**src/rtl/cache_wb_pkg.sv**
```systemverilog
// rtl/cache_wb_pkg.sv - shared FSM state encoding and geometry helper for the write-back cache
package cache_wb_pkg;

    // The numeric values are visible on current_state and must not move.
    typedef enum logic [2:0] {
        IDLE      = 3'd0,
        COMPARE   = 3'd1,
        WRITEBACK = 3'd2,
        FILL      = 3'd3,
        RESPOND   = 3'd4
    } state_t;

    localparam logic [2:0] ST_IDLE      = 3'd0;
    localparam logic [2:0] ST_COMPARE   = 3'd1;
    localparam logic [2:0] ST_WRITEBACK = 3'd2;
    localparam logic [2:0] ST_FILL      = 3'd3;
    localparam logic [2:0] ST_RESPOND   = 3'd4;

    function automatic int tag_width(input int addr_w, input int index_w, input int offset_w);
        return addr_w - index_w - offset_w;
    endfunction

endpackage

```
**src/rtl/cache_data_ram.sv**
```systemverilog
// rtl/cache_data_ram.sv - single-port synchronous data RAM with registered read
module cache_data_ram #(
    parameter int ADDR_WIDTH = 8,
    parameter int DATA_WIDTH = 8
) (
    input  logic                  clk,
    input  logic                  we_i,
    input  logic [ADDR_WIDTH-1:0] addr_i,
    input  logic [DATA_WIDTH-1:0] wdata_i,
    output logic [DATA_WIDTH-1:0] rdata_o
);

    logic [DATA_WIDTH-1:0] mem [2**ADDR_WIDTH];
    logic [DATA_WIDTH-1:0] rdata_q;

    // Read returns the old contents on a write cycle; callers never rely on write-through.
    always_ff @(posedge clk) begin
        if (we_i) begin
            mem[addr_i] <= wdata_i;
        end
        rdata_q <= mem[addr_i];
    end

    assign rdata_o = rdata_q;

endmodule

```
**src/rtl/cache_wb_ctrl.sv**
```systemverilog
// rtl/cache_wb_ctrl.sv - direct-mapped write-back cache between CPU and handshaked SDRAM
module cache_wb_ctrl
    import cache_wb_pkg::*;
#(
    parameter int ADDR_WIDTH   = 16,
    parameter int DATA_WIDTH   = 8,
    parameter int INDEX_WIDTH  = 3,
    parameter int OFFSET_WIDTH = 5
) (
    input  logic                  clk,
    input  logic                  rst,
    input  logic [ADDR_WIDTH-1:0] Address_cpu,
    input  logic                  wr_rd_cpu,
    input  logic                  cs_cpu,
    input  logic [DATA_WIDTH-1:0] DOut_cpu,
    output logic [DATA_WIDTH-1:0] din_cpu,
    output logic                  rdy_cpu,
    output logic [ADDR_WIDTH-1:0] Address_sdram,
    output logic                  wr_rd_sdram,
    output logic                  mstrb_sdram,
    input  logic                  rdy_sdram,
    input  logic [DATA_WIDTH-1:0] DOut_sdram,
    output logic [DATA_WIDTH-1:0] din_sdram,
    output logic [2:0]            current_state,
    output logic                  hit_o
);

    localparam int TAG_WIDTH = tag_width(ADDR_WIDTH, INDEX_WIDTH, OFFSET_WIDTH);
    localparam int LINES     = 2**INDEX_WIDTH;
    localparam int RAM_AW    = INDEX_WIDTH + OFFSET_WIDTH;

    state_t                  state_q;
    logic [ADDR_WIDTH-1:0]   req_addr_q;
    logic [DATA_WIDTH-1:0]   req_data_q;
    logic                    req_wr_q;
    logic [OFFSET_WIDTH:0]   cnt_q;
    logic                    rd_pend_q;
    logic [TAG_WIDTH-1:0]    tag_q [LINES];
    logic [LINES-1:0]        valid_q;
    logic [LINES-1:0]        dirty_q;
    logic                    rdy_q;
    logic                    mstrb_q;
    logic                    wr_rd_sdram_q;
    logic [ADDR_WIDTH-1:0]   addr_sdram_q;
    logic [DATA_WIDTH-1:0]   din_sdram_q;
    logic [DATA_WIDTH-1:0]   din_cpu_q;
    logic                    hit_q;

    logic [TAG_WIDTH-1:0]    req_tag;
    logic [INDEX_WIDTH-1:0]  req_idx;
    logic [OFFSET_WIDTH-1:0] req_off;
    logic                    hit;
    logic                    line_dirty;
    logic [OFFSET_WIDTH:0]   cnt_d;
    logic                    ram_we;
    logic [RAM_AW-1:0]       ram_addr;
    logic [DATA_WIDTH-1:0]   ram_wdata;
    logic [DATA_WIDTH-1:0]   ram_rdata;

    assign req_tag    = req_addr_q[ADDR_WIDTH-1 -: TAG_WIDTH];
    assign req_idx    = req_addr_q[OFFSET_WIDTH +: INDEX_WIDTH];
    assign req_off    = req_addr_q[OFFSET_WIDTH-1:0];
    assign hit        = valid_q[req_idx] && (tag_q[req_idx] == req_tag);
    assign line_dirty = valid_q[req_idx] && dirty_q[req_idx];
    // The extra MSB marks "all words moved" so the last word never aliases word 0.
    assign cnt_d      = cnt_q + 1'b1;

    always_comb begin
        ram_we    = 1'b0;
        ram_addr  = {req_idx, cnt_q[OFFSET_WIDTH-1:0]};
        ram_wdata = DOut_sdram;
        unique case (state_q)
            COMPARE: begin
                ram_addr  = {req_idx, req_off};
                ram_we    = hit && req_wr_q;
                ram_wdata = req_data_q;
            end
            FILL: begin
                ram_we = mstrb_q && rdy_sdram;
            end
            default: begin
                ram_we = 1'b0;
            end
        endcase
    end

    cache_data_ram #(
        .ADDR_WIDTH (RAM_AW),
        .DATA_WIDTH (DATA_WIDTH)
    ) u_data_ram (
        .clk     (clk),
        .we_i    (ram_we),
        .addr_i  (ram_addr),
        .wdata_i (ram_wdata),
        .rdata_o (ram_rdata)
    );

    always_ff @(posedge clk or negedge rst) begin
        if (!rst) begin
            state_q       <= IDLE;
            req_addr_q    <= '0;
            req_data_q    <= '0;
            req_wr_q      <= 1'b0;
            cnt_q         <= '0;
            rd_pend_q     <= 1'b0;
            valid_q       <= '0;
            dirty_q       <= '0;
            rdy_q         <= 1'b1;
            mstrb_q       <= 1'b0;
            wr_rd_sdram_q <= 1'b0;
            addr_sdram_q  <= '0;
            din_sdram_q   <= '0;
            din_cpu_q     <= '0;
            hit_q         <= 1'b0;
            for (int i = 0; i < LINES; i++) begin
                tag_q[i] <= '0;
            end
        end else begin
            hit_q <= 1'b0;
            unique case (state_q)
                IDLE: begin
                    if (cs_cpu) begin
                        req_addr_q <= Address_cpu;
                        req_data_q <= DOut_cpu;
                        req_wr_q   <= wr_rd_cpu;
                        rdy_q      <= 1'b0;
                        state_q    <= COMPARE;
                    end
                end
                COMPARE: begin
                    cnt_q     <= '0;
                    rd_pend_q <= 1'b0;
                    if (hit) begin
                        hit_q <= 1'b1;
                        if (req_wr_q) begin
                            dirty_q[req_idx] <= 1'b1;
                        end
                        state_q <= RESPOND;
                    end else if (line_dirty) begin
                        state_q <= WRITEBACK;
                    end else begin
                        valid_q[req_idx] <= 1'b0;
                        dirty_q[req_idx] <= 1'b0;
                        state_q          <= FILL;
                    end
                end
                WRITEBACK: begin
                    // Per word: issue RAM read, then present it to SDRAM, then wait for rdy.
                    if (mstrb_q) begin
                        if (rdy_sdram) begin
                            mstrb_q <= 1'b0;
                            cnt_q   <= cnt_d;
                            if (cnt_d[OFFSET_WIDTH]) begin
                                cnt_q            <= '0;
                                dirty_q[req_idx] <= 1'b0;
                                valid_q[req_idx] <= 1'b0;
                                state_q          <= FILL;
                            end
                        end
                    end else if (rd_pend_q) begin
                        rd_pend_q     <= 1'b0;
                        mstrb_q       <= 1'b1;
                        wr_rd_sdram_q <= 1'b1;
                        addr_sdram_q  <= {tag_q[req_idx], req_idx, cnt_q[OFFSET_WIDTH-1:0]};
                        din_sdram_q   <= ram_rdata;
                    end else begin
                        rd_pend_q <= 1'b1;
                    end
                end
                FILL: begin
                    if (!mstrb_q) begin
                        mstrb_q       <= 1'b1;
                        wr_rd_sdram_q <= 1'b0;
                        addr_sdram_q  <= {req_tag, req_idx, cnt_q[OFFSET_WIDTH-1:0]};
                    end else if (rdy_sdram) begin
                        mstrb_q <= 1'b0;
                        cnt_q   <= cnt_d;
                        if (cnt_d[OFFSET_WIDTH]) begin
                            cnt_q            <= '0;
                            tag_q[req_idx]   <= req_tag;
                            valid_q[req_idx] <= 1'b1;
                            dirty_q[req_idx] <= 1'b0;
                            state_q          <= COMPARE;
                        end
                    end
                end
                RESPOND: begin
                    rdy_q <= 1'b1;
                    if (!req_wr_q) begin
                        din_cpu_q <= ram_rdata;
                    end
                    state_q <= IDLE;
                end
                default: begin
                    state_q <= IDLE;
                end
            endcase
        end
    end

    assign din_cpu       = din_cpu_q;
    assign rdy_cpu       = rdy_q;
    assign Address_sdram = addr_sdram_q;
    assign wr_rd_sdram   = wr_rd_sdram_q;
    assign mstrb_sdram   = mstrb_q;
    assign din_sdram     = din_sdram_q;
    assign current_state = state_q;
    assign hit_o         = hit_q;

endmodule

```
**config.mk**
```make
export PLATFORM = sky130hd
export DESIGN_NAME = cache_wb_ctrl
export DESIGN_NICKNAME = d
export VERILOG_FILES = /design/src/rtl/cache_wb_pkg.sv /design/src/rtl/cache_data_ram.sv /design/src/rtl/cache_wb_ctrl.sv
export SDC_FILE = /design/constraint.sdc
export NUM_CORES = 2
export LEC_CHECK = 0
export ABC_AREA = 1
export BUFFER_PORTS_ARGS = -buffer_cell sky130_fd_sc_hd__buf_4
export CELL_PAD_IN_SITES_DETAIL_PLACEMENT = 1
export CELL_PAD_IN_SITES_GLOBAL_PLACEMENT = 2
export CORE_UTILIZATION = 38
export CTS_CLUSTER_DIAMETER = 60
export DETAILED_ROUTE_END_ITERATION = 7
export PLACE_DENSITY_LB_ADDON = 0.3
export SETUP_SLACK_MARGIN = 0.05
export SYNTH_ARGS = -nofsm -noshare
export SYNTH_HDL_FRONTEND = slang
export SYNTH_SLANG_ARGS = --single-unit
```
**constraint.sdc**
```tcl
create_clock -name clk -period 4.7 [get_ports clk]
set_input_delay 0.705 -clock clk [delete_from_list [all_inputs] [get_ports clk]]
set_output_delay 0.705 -clock clk [all_outputs]
set_load 0.02 [all_outputs]
```
Yosys cells after proc, flatten, opt, wreduce, memory -nomap -nowiden --
Memory sizes are Yosys's and may differ from the RTL's. A register that Yosys moved wholly into a read port is not among the register bits. Cells that the tools add are included.
Operators by class: magnitude comparators 4, bitwise operators 8, add/sub/neg operators 1, reductions and logical operators 24, mux-type cells 67, equal/unequal tests 22
Operators with widths (number):
- $mux W8 | 18
- $bwmux W64 | 1
- $mux W16 | 3
- $pmux W16 S2 | 1
- $bmux W8 S3 | 1
- $demux W8 S3 | 1
- $mux W3 | 8
- $ne A2 B2 Y1 const B | 12
- $pmux W8 S3 | 1
- $mux W1 | 18
- $and A8 B8 Y8 | 2
- $or A8 B8 Y8 | 2
- $pmux W8 S2 | 1
- $mux W6 | 2
- $pmux W3 S4 | 1
- $pmux W6 S2 | 1
- $mux W5 | 2
- $pmux W1 S2 | 5
- $reduce_and A9 Y1 | 1
- $eq A8 B8 Y1 | 1
- $not A8 Y8 | 1
- $reduce_and A2 Y1 | 4
- $reduce_and A4 Y1 | 2
- $reduce_bool A2 Y1 | 4
- 21 further kinds | 33
Storage, ports and cells: logic and storage cells 150, memories kept 1, output and inout port bits 39, register bits after elaboration 151, bits in writable memories 2048
Memory list:
- u_data_ram.mem | words 256, bits a word 8, rd ports 1, clocked after memory_dff 1, write ports 1, RTL line cache_data_ram.sv:13 | logic [DATA_WIDTH-1:0] mem [2**ADDR_WIDTH];

Longest topological paths before layout --
depth after elaboration 10, gate-level depth with buffers 20, gate-level depth less buffers 18

Modules after synthesis --
Synthesis repeated with hierarchy kept, for this count alone.
Unflattened totals: cells, all modules 9017, area total of the unflattened synthesis 92393.6 um^2
By module, submodules not included:
- cache_data_ram | area an instance 84856.4 um^2, cells each 8021, times used 1
- cache_wb_ctrl | area an instance 7537.2 um^2, cells each 996, times used 1

Worst setup path after synthesis --
OpenSTA, ideal clock, no wires.
kind reg2reg, start point register state_q[2] (netlist: current_state[2]), end point memory u_data_ram.mem[0][0], data pin, data required time 3.878 ns, stages on the path, launching flop included 7, data arrival time 4.304 ns, path slack -0.426 ns, period minus slack after synthesis 5.126 ns, setup time 0.822 ns, path buffers 1, cells stage by stage dfrtp_1 -> inv_1 -> nand3_1 -> inv_1 -> clkbuf_1 -> nand2_1 -> nand2_1
Between the ends: longest elaborated chain between the ends 2
RTL lines:
- start: declaration | RTL line cache_wb_ctrl.sv:32 | state_t state_q;
- start signal: assignment | RTL line cache_wb_ctrl.sv:100 | state_q <= IDLE;
- start signal: assignment | RTL line cache_wb_ctrl.sv:127 | state_q <= COMPARE;
- start signal: assignment | RTL line cache_wb_ctrl.sv:138 | state_q <= RESPOND;
- $eq A3 B1 Y1 | RTL line cache_wb_ctrl.sv:72 | unique case (state_q)
- $mux W8 | RTL line cache_wb_ctrl.sv:72
- named net ram_wdata[0] | RTL line cache_wb_ctrl.sv:57 | logic [DATA_WIDTH-1:0] ram_wdata;
- end: declaration | RTL line cache_data_ram.sv:13
The timed path passes the listed nets, and every way through them passes these cells.

Worst setup path in the final report --
start point register state_q[2] (netlist: current_state[2]), end point register u_data_ram.rdata_q[3] (netlist: u_data_ram.rdata_o[3]), read port of u_data_ram.mem
Between the ends: longest elaborated chain between the ends 2
RTL lines:
- $eq A3 B1 Y1 | RTL line cache_wb_ctrl.sv:72
- $mux W5 | RTL line cache_wb_ctrl.sv:72
- end: declaration | RTL line cache_data_ram.sv:14 | logic [DATA_WIDTH-1:0] rdata_q;
Every way passes these cells. A chain may end at the register's enable or synchronous reset.

==> load_flow_metrics.sql <==
INSERT INTO impl_metrics (metric_group, metric, value, unit) VALUES
('run_status', 'status', 'finished, final reports clean', ''),
('synth', 'mappedNetlistNets', '9025', ''),
('floorplan', 'number_of_rows_created_at_floorplan', '180', ''),
('timing', 'setup-violations-final', '0', ''),
('power_and_ir_drop', 'switching_power', '0.02527', 'W'),
('setup_path', 'crit-reg2reg-launch', 'current_state[2]$_DFFE_PN0P_', ''),
('floorplan', 'fp.dieArea', '244600', 'um2'),
('timing', 'post-route-period-util', '0.9714', ''),
('timing', 'grt_setup_unrepaired', 'true', ''),
('synth', 'ys_seq_area_frac', '0.7096', ''),
('hold_path', 'hold_start', 'Address_cpu[13]', ''),
('setup_path', 'crit_family', 'simple AND/OR/NAND/NOR gates', ''),
('power_and_ir_drop', 'power.ir.vdd_worst', '0.4783', 'mV'),
('timing', 'worst_clock_skew', '0.05062', 'ns'),
('run', 'max-cap-violations', '0', ''),
('synth', 'synth_seq_cells', '2206', ''),
('routing', 'antenna_nets_post_route', '0', ''),
('routing', 'routed_wl', '309300', 'um'),
('setup_path', 'critical_path.n_buffers_inverters', '5', ''),
('floorplan', 'chipWidth', '494.6', 'um'),
('power_and_ir_drop', 'power.static_leakage', '43.88', 'nW'),
('grt', 'antenna_found_initial', '12', ''),
('placement', 'post_dp_cell_area', '99710', 'um2'),
('placement', 'placed_cells', '12300', ''),
('final_layout', 'post_layout_inst_area', '107600', 'um2'),
('cts', 'cts-buffers-inserted', '237', ''),
('grt', 'wire_length_of_the_first_global_routing_pass', '456800', 'um'),
('synth', 'netlist_instances', '8987', ''),
('routing', 'detail_route.vias_per_cell', '5.144', ''),
('hold_path', 'path_category_of_the_worst_min_delay_check', 'in2reg', ''),
('setup_path', 'crit_type', 'reg2reg', ''),
('setup_path', 'path_cells', 'inv_1 -> nand3_1 -> buf_4 -> or2_2 -> nand2_1 -> buf_4 -> inv_1 -> nor2_4 -> buf_4 -> o21ai_1 -> nand2_1 -> nor2_1 -> nor2_1 -> nor2_1 -> nand2_1', ''),
('routing', 'number_of_vias_after_detailed_routing', '65670', ''),
('timing', 'max_freq', '0.2190', 'GHz'),
('synth', 'synth_top_cells_by_area', 'sky130_fd_sc_hd__edfxtp_1 (67%), sky130_fd_sc_hd__nand2_1 (21%), sky130_fd_sc_hd__dfrtp_1 (4.0%), sky130_fd_sc_hd__nor2_1 (1.7%), sky130_fd_sc_hd__o21ai_0 (1.5%)', ''),
('power_and_ir_drop', 'p_per_area', '592.8', 'nW/um2'),
('cts', 'htreeDepth', '4', ''),
('timing', 'fin_worst_hold_slack', '0.06060', 'ns'),
('power_and_ir_drop', 'cell_internal_pwr', '0.03851', 'W'),
('timing', 'timing.max_slew.rel_slack', '0.1180', ''),
('floorplan', 'start_util', '0.3829', ''),
('power_and_ir_drop', 'swShare', '0.3962', ''),
('placement', 'place.detailed.hpwl', '191000', 'um'),
('synth', 'synth_ff_type', 'sky130_fd_sc_hd__edfxtp_1', ''),
('cts', 'maximum_number_of_buffers_from_clock_root_to_sink', '3', ''),
('routing', 'initialDrtViolationCount', '5562', ''),
('final_layout', 'finalNonFillerCells', '12770', ''),
('synth', 'post-synth-top-area-fraction', '0.6671', ''),
('timing', 'slew_viol_final', '0', ''),
('floorplan', 'placeableCoreArea', '240800', 'um2'),
('setup_path', 'timing.critical_path.required', '5.53', 'ns'),
('grt', 'first_global_vias', '68360', ''),
('synth', 'top_cell_type_by_total_area_after_synthesis', 'sky130_fd_sc_hd__edfxtp_1', ''),
('timing', 'timing_worst_slew_pin_value', '1.323', 'ns'),
('placement', 'gp_congestion', '0.8433', ''),
('setup_path', 'timing.critical_path.arrival', '5.40', 'ns'),
('placement', 'numPortBuffers', '75', ''),
('floorplan', 'i_o_pins', '76', ''),
('grt', 'grt.overflow.total', '0', ''),
('routing', 'drtPass1Iterations', '6', ''),
('setup_path', 'cp-startpoint', 'current_state[2]$_DFFE_PN0P_', ''),
('setup_path', 'critical_path.endpoint_type', 'flop', ''),
('cts', 'clkSlewWorstSetupHoldPaths', '0.06', 'ns'),
('setup_path', 'max_stage_delay', '0.66', 'ns'),
('synth', 'synth_async_sr_flop_share', '0.06800', ''),
('synth', 'synth.cell_area', '92190', 'um2'),
('setup_path', 'reg2reg_setup_slack', '0.13', 'ns'),
('final_layout', 'final_net_count', '9410', ''),
('setup_path', 'timing.critical_path.slowest_stage_cell', 'sky130_fd_sc_hd__nor2_4', ''),
('synth', 'synth_cell_types', '36', ''),
('grt', 'grt_max_degree', '108', '');
-- cells by family (layout without fill, tap and decap cells) --
family,count (synthesis),after routing,share of synthesized area
fa+ha+maj,1,1,0.0001357
compound gates,324,324,0.01804
other cells,0,5,0
simple gates,5904,5904,0.2466
flops,2206,2206,0.7096
buf+inv,552,1140,0.02568
-- tightest hold or removal path: stages --
cell and delay, ns:
sky130_fd_sc_hd__buf_4 0.08, sky130_fd_sc_hd__nand2_1 0.04, sky130_fd_sc_hd__o21ai_0 0.08
-- sequential cells by signal, indices dropped and copies added, names as in the netlist, 3 cells and up, named ones only --
register            flops
Address_sdram          16
cnt_q                   5
current_state           3
din_cpu                 8
din_sdram               8
req_addr_q             16
req_data_q              8
tag_q                  64
u_data_ram.mem       2048
u_data_ram.rdata_o      8
-- routing by layer --
layer,vias to the layer above,track usage,share of wire
li1,30260,-,-
met1,33490,0.3412,0.44
met2,1520,0.4261,0.48
met3,399,0.03236,0.048
met4,4,0.07362,0.027
met5,-,0,0.000084
-- layout make-up --
type / instances / area (um2) / area share
Clock inverter: 131 / 1272 / 0.01183
Timing Repair Buffer: 606 / 5493 / 0.05105
Tap cell: 3185 / 3985 / 0.03704
Sequential cell: 2206 / 65420 / 0.6080
Inverter: 92 / 345.3 / 0.003209
Multi-Input combinational cell: 6229 / 24670 / 0.2293
Clock buffer: 311 / 6400 / 0.05948
Antenna cell: 5 / 12.51 / 0.0001163
-- cells in the mapped netlist, types with 2 or more instances --
library cell	count
sky130_fd_sc_hd__or2_2	5
sky130_fd_sc_hd__nand2_4	4
sky130_fd_sc_hd__o21ai_0	268
sky130_fd_sc_hd__a21oi_1	37
sky130_fd_sc_hd__o211ai_1	7
sky130_fd_sc_hd__inv_2	2
sky130_fd_sc_hd__edfxtp_1	2048
sky130_fd_sc_hd__nand3_4	6
sky130_fd_sc_hd__clkbuf_1	268
sky130_fd_sc_hd__inv_1	86
sky130_fd_sc_hd__nand2_1	5155
sky130_fd_sc_hd__nor3_1	10
sky130_fd_sc_hd__nor4_1	2
sky130_fd_sc_hd__nand4_1	25
sky130_fd_sc_hd__clkinv_1	4
sky130_fd_sc_hd__dfxtp_1	8
sky130_fd_sc_hd__nand2_2	3
sky130_fd_sc_hd__nor2_1	426
sky130_fd_sc_hd__dfrtp_1	149
sky130_fd_sc_hd__o2111ai_1	2
sky130_fd_sc_hd__nand3_1	261
sky130_fd_sc_hd__nor2_2	3
sky130_fd_sc_hd__buf_4	7
sky130_fd_sc_hd__buf_2	154
sky130_fd_sc_hd__buf_6	8
sky130_fd_sc_hd__o21ai_1	7
sky130_fd_sc_hd__buf_1	22
sky130_fd_sc_hd__nor2_4	2
-- power groups by stage --
stage / clock network [W] / logic (W) / registers (W)
floorplan: 0 / 0.0128 / 0.0229
finish: 0.0185 / 0.0228 / 0.0224
CTS: 0.0188 / 0.0230 / 0.0224
global route: 0.0195 / 0.0250 / 0.0225
detailed placement: 0 / 0.0229 / 0.0228
global placement: 0 / 0.0226 / 0.0228
-- path summary, 6_finish.rpt --
| kind | to | cells past startpoint |
|---|---|---|
| max in group asynchronous | rdy_cpu$_DFFE_PN1P_ | 3 |
| min in group asynchronous | din_sdram[0]$_DFFE_PN0P_ | 2 |
| worst min-delay path | req_addr_q[13]$_DFFE_PN0P_ | 3 |
| worst max-delay path | u_data_ram.rdata_o[3]$_DFF_P_ | 15 |
| worst min register to register | tag_q[1]$_DFFE_PN0P_ | 2 |
| worst max register to register | u_data_ram.rdata_o[3]$_DFF_P_ | 15 |
-- repair_timing --
| item | 4_1_cts | 5_1_grt |
|---|---|---|
| setup endpoints to repair | 0 | 4 |
| hold endpoints to repair | 101 | 0 |
| hold buffers | 19 | 0 |
| resized for setup | 0 | 6 |
-- metrics by stage --
step / utilization / worst slack [ns]
finish: 0.4469 / 0.1346
global route: 0.4469 / 0.03081
CTS: 0.4468 / 0.1256
detailed placement: 0.4141 / 0.1679
global placement: 0.4141 / 0.2525
floorplan: - / 1.155
-- cells in the final DEF (no fill, tap or decap), types with 6 or more instances in the layout --
cell | Yosys | routed
sky130_fd_sc_hd__a21oi_1 | 37 | 37
sky130_fd_sc_hd__nor3_1 | 10 | 10
sky130_fd_sc_hd__nand4_1 | 25 | 25
sky130_fd_sc_hd__buf_4 | 7 | 514
sky130_fd_sc_hd__bufinv_16 | 0 | 18
sky130_fd_sc_hd__clkbuf_8 | 0 | 17
sky130_fd_sc_hd__nand2_8 | 0 | 8
sky130_fd_sc_hd__nand2_1 | 5155 | 5144
sky130_fd_sc_hd__clkinv_1 | 4 | 53
sky130_fd_sc_hd__inv_1 | 86 | 86
sky130_fd_sc_hd__clkinvlp_4 | 0 | 6
sky130_fd_sc_hd__edfxtp_1 | 2048 | 2048
sky130_fd_sc_hd__nand2_4 | 4 | 7
sky130_fd_sc_hd__dlygate4sd3_1 | 0 | 19
sky130_fd_sc_hd__clkbuf_16 | 0 | 238
sky130_fd_sc_hd__nor2_1 | 426 | 416
sky130_fd_sc_hd__clkbuf_1 | 268 | 56
sky130_fd_sc_hd__o211ai_1 | 7 | 7
sky130_fd_sc_hd__dfrtp_1 | 149 | 148
sky130_fd_sc_hd__nor2_4 | 2 | 10
sky130_fd_sc_hd__buf_12 | 1 | 71
sky130_fd_sc_hd__dfxtp_1 | 8 | 8
sky130_fd_sc_hd__nand3_2 | 1 | 7
sky130_fd_sc_hd__nand3_1 | 261 | 255
sky130_fd_sc_hd__clkinv_2 | 0 | 40
sky130_fd_sc_hd__o21ai_0 | 268 | 267
sky130_fd_sc_hd__nand3_4 | 6 | 6
Power figures use the tool's default switching activity.
